$ cat src/rtl/cpu_run_ctrl.sv
// Run/step/halt controller: drives the CPU clock enable from free-run and single-step requests.
// It stops on a PC breakpoint or a cycle limit, and counts the enabled cycles.
module cpu_run_ctrl #(
  parameter int CNT_W = 32,
  parameter int PC_W  = 32
) (
  input  logic             CLK_CPU,
  input  logic             RST_CPU,
  input  logic             run_req,
  input  logic             step_req,
  input  logic             clr,
  input  logic             bp_en,
  input  logic [PC_W-1:0]  bp_addr,
  input  logic [PC_W-1:0]  pc,
  input  logic [CNT_W-1:0] limit,
  output logic             cpu_en,
  output logic [CNT_W-1:0] cycle_cnt,
  output logic [1:0]       state,
  output logic [1:0]       halt_cause
);

  typedef enum logic [1:0] {
    ST_IDLE = 2'd0,
    ST_RUN  = 2'd1,
    ST_STEP = 2'd2,
    ST_HALT = 2'd3
  } state_e;

  localparam logic [1:0] CAUSE_NONE  = 2'd0;
  localparam logic [1:0] CAUSE_BP    = 2'd1;
  localparam logic [1:0] CAUSE_LIMIT = 2'd2;

  state_e           state_q;
  logic [1:0]       cause_q;
  logic             bp_skip_q;
  logic [CNT_W-1:0] cnt_q;
  logic [CNT_W-1:0] cnt_d;

  logic run_meta_q, run_s_q, run_prev_q;
  logic step_meta_q, step_s_q, step_prev_q;

  logic run_p;
  logic step_p;
  logic lim_hit;
  logic bp_hit;

  assign run_p   = run_s_q & ~run_prev_q;
  assign step_p  = step_s_q & ~step_prev_q;
  assign lim_hit = (limit != '0) && (cnt_q >= limit);
  assign bp_hit  = bp_en && (pc == bp_addr) && !bp_skip_q;

  // Breakpoints are ignored while stepping so the CPU can step off one.
  always_comb begin
    cpu_en = 1'b0;
    case (state_q)
      ST_RUN:  cpu_en = !lim_hit && !bp_hit;
      ST_STEP: cpu_en = !lim_hit;
      default: cpu_en = 1'b0;
    endcase
  end

  // clr wins over counting, even in a cycle where cpu_en is still high.
  always_comb begin
    cnt_d = cnt_q;
    if (clr)
      cnt_d = '0;
    else if (cpu_en && !(&cnt_q))
      cnt_d = cnt_q + 1'b1;
  end

  always_ff @(posedge CLK_CPU or posedge RST_CPU) begin
    if (RST_CPU) begin
      run_meta_q  <= 1'b0;
      run_s_q     <= 1'b0;
      run_prev_q  <= 1'b0;
      step_meta_q <= 1'b0;
      step_s_q    <= 1'b0;
      step_prev_q <= 1'b0;
      cnt_q       <= '0;
      state_q     <= ST_IDLE;
      cause_q     <= CAUSE_NONE;
      bp_skip_q   <= 1'b0;
    end else begin
      run_meta_q  <= run_req;
      run_s_q     <= run_meta_q;
      run_prev_q  <= run_s_q;
      step_meta_q <= step_req;
      step_s_q    <= step_meta_q;
      step_prev_q <= step_s_q;
      cnt_q       <= cnt_d;

      if (clr) begin
        state_q   <= ST_IDLE;
        cause_q   <= CAUSE_NONE;
        bp_skip_q <= 1'b0;
      end else begin
        case (state_q)
          ST_IDLE: begin
            if (run_s_q)
              state_q <= ST_RUN;
            else if (step_p)
              state_q <= ST_STEP;
          end
          ST_RUN: begin
            bp_skip_q <= 1'b0;
            if (lim_hit) begin
              state_q <= ST_HALT;
              cause_q <= CAUSE_LIMIT;
            end else if (bp_hit) begin
              state_q <= ST_HALT;
              cause_q <= CAUSE_BP;
            end else if (!run_s_q) begin
              state_q <= ST_IDLE;
            end
          end
          ST_STEP: begin
            if (lim_hit) begin
              state_q <= ST_HALT;
              cause_q <= CAUSE_LIMIT;
            end else begin
              state_q <= ST_IDLE;
            end
          end
          ST_HALT: begin
            // Resume needs a fresh run edge; the skip lets the halted instruction execute.
            if (run_p) begin
              state_q   <= ST_RUN;
              bp_skip_q <= 1'b1;
              cause_q   <= CAUSE_NONE;
            end else if (step_p) begin
              state_q <= ST_STEP;
              cause_q <= CAUSE_NONE;
            end
          end
          default: state_q <= ST_IDLE;
        endcase
      end
    end
  end

  assign cycle_cnt  = cnt_q;
  assign state      = state_q;
  assign halt_cause = cause_q;

endmodule
$ cat config.mk
export PLATFORM = sky130hd
export DESIGN_NAME = cpu_run_ctrl
export DESIGN_NICKNAME = d
export VERILOG_FILES = /design/src/rtl/cpu_run_ctrl.sv
export SDC_FILE = /design/constraint.sdc
export NUM_CORES = 1
export LEC_CHECK = 0
export CAP_MARGIN = 20
export CORE_ASPECT_RATIO = 1.1
export CORE_MARGIN = 2
export CORE_UTILIZATION = 49
export DETAILED_ROUTE_END_ITERATION = 10
export PLACE_DENSITY_LB_ADDON = 0.12
export SYNTH_ARGS = -nofsm -noshare
export SYNTH_HDL_FRONTEND = slang
export SYNTH_SLANG_ARGS = --single-unit
export TNS_END_PERCENT = 10
$ cat constraint.sdc
create_clock -name CLK_CPU -period 7.15 [get_ports CLK_CPU]
set_input_delay 0.715 -clock CLK_CPU [delete_from_list [all_inputs] [get_ports CLK_CPU]]
set_output_delay 0.715 -clock CLK_CPU [all_outputs]
set_load 0.01 [all_outputs]
==> flow_metrics.env <==
export IMPL_setup_viol=0
export IMPL_htree_levels=2
export IMPL_r2r_end="cycle_cnt[23]"
export IMPL_ff2ff_setup_slack_ns=3.73
export IMPL_yosys_warnings=0
export IMPL_clk_pin_slew_ns=0.08
export IMPL_hold_depth=0
export IMPL_grt_start_max_net_pins=55
export IMPL_crit_type="in2out"
export IMPL_p_leak_nw=2.18
export IMPL_drc_errors=0
export IMPL_avgSynthCellArea_um2=8.39
export IMPL_drt_iter0_markers=227
export IMPL_hp_class="reg2reg"
export IMPL_cp_end_kind="output pin"
export IMPL_fin_crit_ns=4.48
export IMPL_routed_via_density=5.92
export IMPL_postCtsHoldBufs=0
export IMPL_hold_end="step_s_q"
export IMPL_antenna_found_initial=0
export IMPL_ys_seq_elements=43
export IMPL_dr_pass1_iters=4
export IMPL_critPathBufInv=4
export IMPL_status="finished, final reports clean"
export IMPL_die_area_um2=8300
export IMPL_synth_top_area_frac=0.289
export IMPL_die_w_um=87.0
export IMPL_synth_edf_count=0
export IMPL_post_cts_buffers=0
export IMPL_power_density_nw_per_um2=131
export IMPL_finalHoldViolations=0
export IMPL_grt_pass1_wl_um=17300
export IMPL_cp_top_family="compound AO/OA/AOI/OAI gates"
export IMPL_rows=33
export IMPL_nNetsFinal=713
export IMPL_die_h_um=95.4
export IMPL_fmaxAchievable_mhz=223
export IMPL_core_um2=7390
export IMPL_syn_area_um2=3720
export IMPL_multi_input_area_um2=2370
export IMPL_power_share_sequential=0.379
export IMPL_cts_resized=0
export IMPL_wl_um=10800
export IMPL_cts_buffers=5
export IMPL_async_reset_ff_frac=1.00
export IMPL_use_met2=0.462
export IMPL_cts_tree="yes"
export IMPL_vias=3920
export IMPL_cp_max_fo=7
export IMPL_dp_cells=654
export IMPL_ys_types=43
export IMPL_tightest_slew_ns=0.842
export IMPL_overflow=0
export IMPL_grt_usage=0.263
export IMPL_maxCapViolations=0
export IMPL_syn2layout_area_growth_pct=41.9
export IMPL_swShare=0.277
export IMPL_top_usage_layer="met2"
export IMPL_synthCells=443
export IMPL_finalSetupTns_ns=0
export IMPL_diodes=0
export IMPL_netlist_top_cells_count="inv_1 (47), a21oi_1 (45), dfrtp_1 (43)"
export IMPL_synth_top_area_cell="dfrtp_1"
export IMPL_hpwl_um=8400
export IMPL_ys_seq_area_frac=0.289
export IMPL_rr_startpoint="cycle_cnt[0]"
export IMPL_yosysMostFrequentCell="inv_1"
export IMPL_peakVddDrop_uv=79.2
export IMPL_slew_viol_final=0
export IMPL_pwr_share_clk=0.324
export IMPL_synth_area_leaders="dfrtp_1 (29%), ha_1 (12%), xor2_1 (6.8%), a21oi_1 (6.1%), o31ai_1 (5.3%)"
export IMPL_boundaryPins=139
export IMPL_cts_root_buffer="clkbuf_8"
export IMPL_power_frac_comb=0.298
export IMPL_antenna_left=0
export IMPL_io_buffers=138
export IMPL_grt_util_met1=0.314
export IMPL_start_util=0.503
export IMPL_num_fill_cells=608
export IMPL_critPathSlowestCell="clkdlybuf4s50_1"
export IMPL_ctsLongestPathBuffers=2
export IMPL_syn_num_nets=582
export IMPL_fin_crit_sh=0.627
export IMPL_routedWlPerCell_um=16.3
export IMPL_start_kind="input port"
export IMPL_switching_power_mw=0.192
export IMPL_first_global_vias=3710
export IMPL_postPlaceCellArea_um2=5140
export IMPL_finClkSkew_ns=0.00430
export IMPL_design_area_um2=5270
export IMPL_cts_sinks=43
export IMPL_internal_power_mw=0.499
export IMPL_report_power_total_mw=0.690
export IMPL_path_cells="clkdlybuf4s50_1 -> inv_1 -> ha_1 -> a21oi_1 -> o21ai_0 -> a221oi_1 -> o22ai_1 -> a2111o_1 -> inv_1 -> clkdlybuf4s50_1"
export IMPL_slew_headroom=0.433
export IMPL_r2r_worst_path_cells=10
export IMPL_critPathArrivalTime_ns=3.77
export IMPL_min_delay_start="step_meta_q"
export IMPL_crit_required_ns=6.43
export IMPL_max_stage_delay_ns=0.58
export IMPL_insertion_delay_ns=0.30
export IMPL_finalNonFillerCells=662
export IMPL_regArea_um2=1080
export IMPL_synth_ff_type="dfrtp_1"
export IMPL_rsz0062_at_grt="false"
export IMPL_drive_above_1_share=0.0400
export IMPL_met3_usage=0.0545
export IMPL_place_congestion=0.936
==> power by group through the flow <==
stage	clock network [mW]	registers, mW	logic [mW]
3_5_place_dp	0	0.266	0.205
5_1_grt	0.237	0.263	0.225
3_3_place_gp	0	0.266	0.201
2_1_floorplan	0	0.267	0.105
6_report	0.224	0.261	0.206
4_1_cts	0.227	0.261	0.206
==> routing by layer <==
| metal | vias to the layer above | routed length (µm) |
|---|---|---|
| li1 | 1918 | - |
| met1 | 1814 | 4270 |
| met2 | 168 | 5420 |
| met3 | 20 | 790 |
| met4 | 0 | 327 |
| met5 | - | 0 |
==> cell usage in the layout, fill, tap and decap left out, types with 3 or more instances in the layout <==
cell type	count
nor4_1	19
dfrtp_1	43
buf_4	4
nor3_1	8
or4_1	24
nor2b_1	5
nor2_1	12
ha_1	37
xnor2_1	3
xor2_1	29
a221oi_1	3
nand4_1	14
nand3_1	23
and3_1	7
nand2_1	24
a21oi_1	45
nand2b_1	3
o31ai_1	26
or3_1	5
o21ai_0	14
clkdlybuf4s50_1	138
and4_1	6
inv_1	47
mux2_2	3
a31o_2	3
clkbuf_8	5
a211oi_1	4
==> state kept, by name, summed over array words and instances, names as in the netlist <==
name / flops
run_meta_q: 1
bp_skip_q: 1
halt_cause: 2
state: 2
step_s_q: 1
run_s_q: 1
run_prev_q: 1
cycle_cnt: 32
step_prev_q: 1
step_meta_q: 1
==> how the worst max path moves through the flow <==
stage,to,cells past startpoint,start,slack (ns)
floorplan,cpu_en,8,limit[0],3.77
global placement,cpu_en,10,limit[25],2.80
detailed placement,cpu_en,10,limit[25],2.69
CTS,cpu_en,10,limit[25],2.66
global route,cpu_en,10,limit[25],2.46
finish,cpu_en,10,limit[25],2.67
==> kinds of logic (layout without fill, tap and decap cells) <==
family / after synthesis / in the layout / synth area share
AOI/OAI and AO/OA: 107 / 107 / 0.186
xor gates and xnor gates: 32 / 32 / 0.0754
adders and majority gates: 37 / 37 / 0.125
buffers and inverters: 65 / 197 / 0.0740
DFF: 43 / 43 / 0.289
muxes: 3 / 3 / 0.00909
and+or+nand+nor: 156 / 156 / 0.242
==> stage by stage <==
stage | worst slack, ns | hold slack (ns) | utilization
after floorplan | 3.77 | 0.331 | -
after global placement | 2.80 | 0.335 | 0.696
final | 2.67 | 0.353 | 0.714
after detailed placement | 2.69 | 0.336 | 0.696
after CTS | 2.66 | 0.355 | 0.714
after global routing | 2.46 | 0.362 | 0.714
==> layout make-up <==
cell class | instances | share of cell area
clock buffer | 6 | 0.0138
clock inverter | 2 | 0.0114
tap | 87 | 0.0206
timing repair buffer | 142 | 0.268
multi-input combinational | 335 | 0.449
inverter | 47 | 0.0335
sequential | 43 | 0.204
No activity file was read; power rests on OpenSTA's default activity.
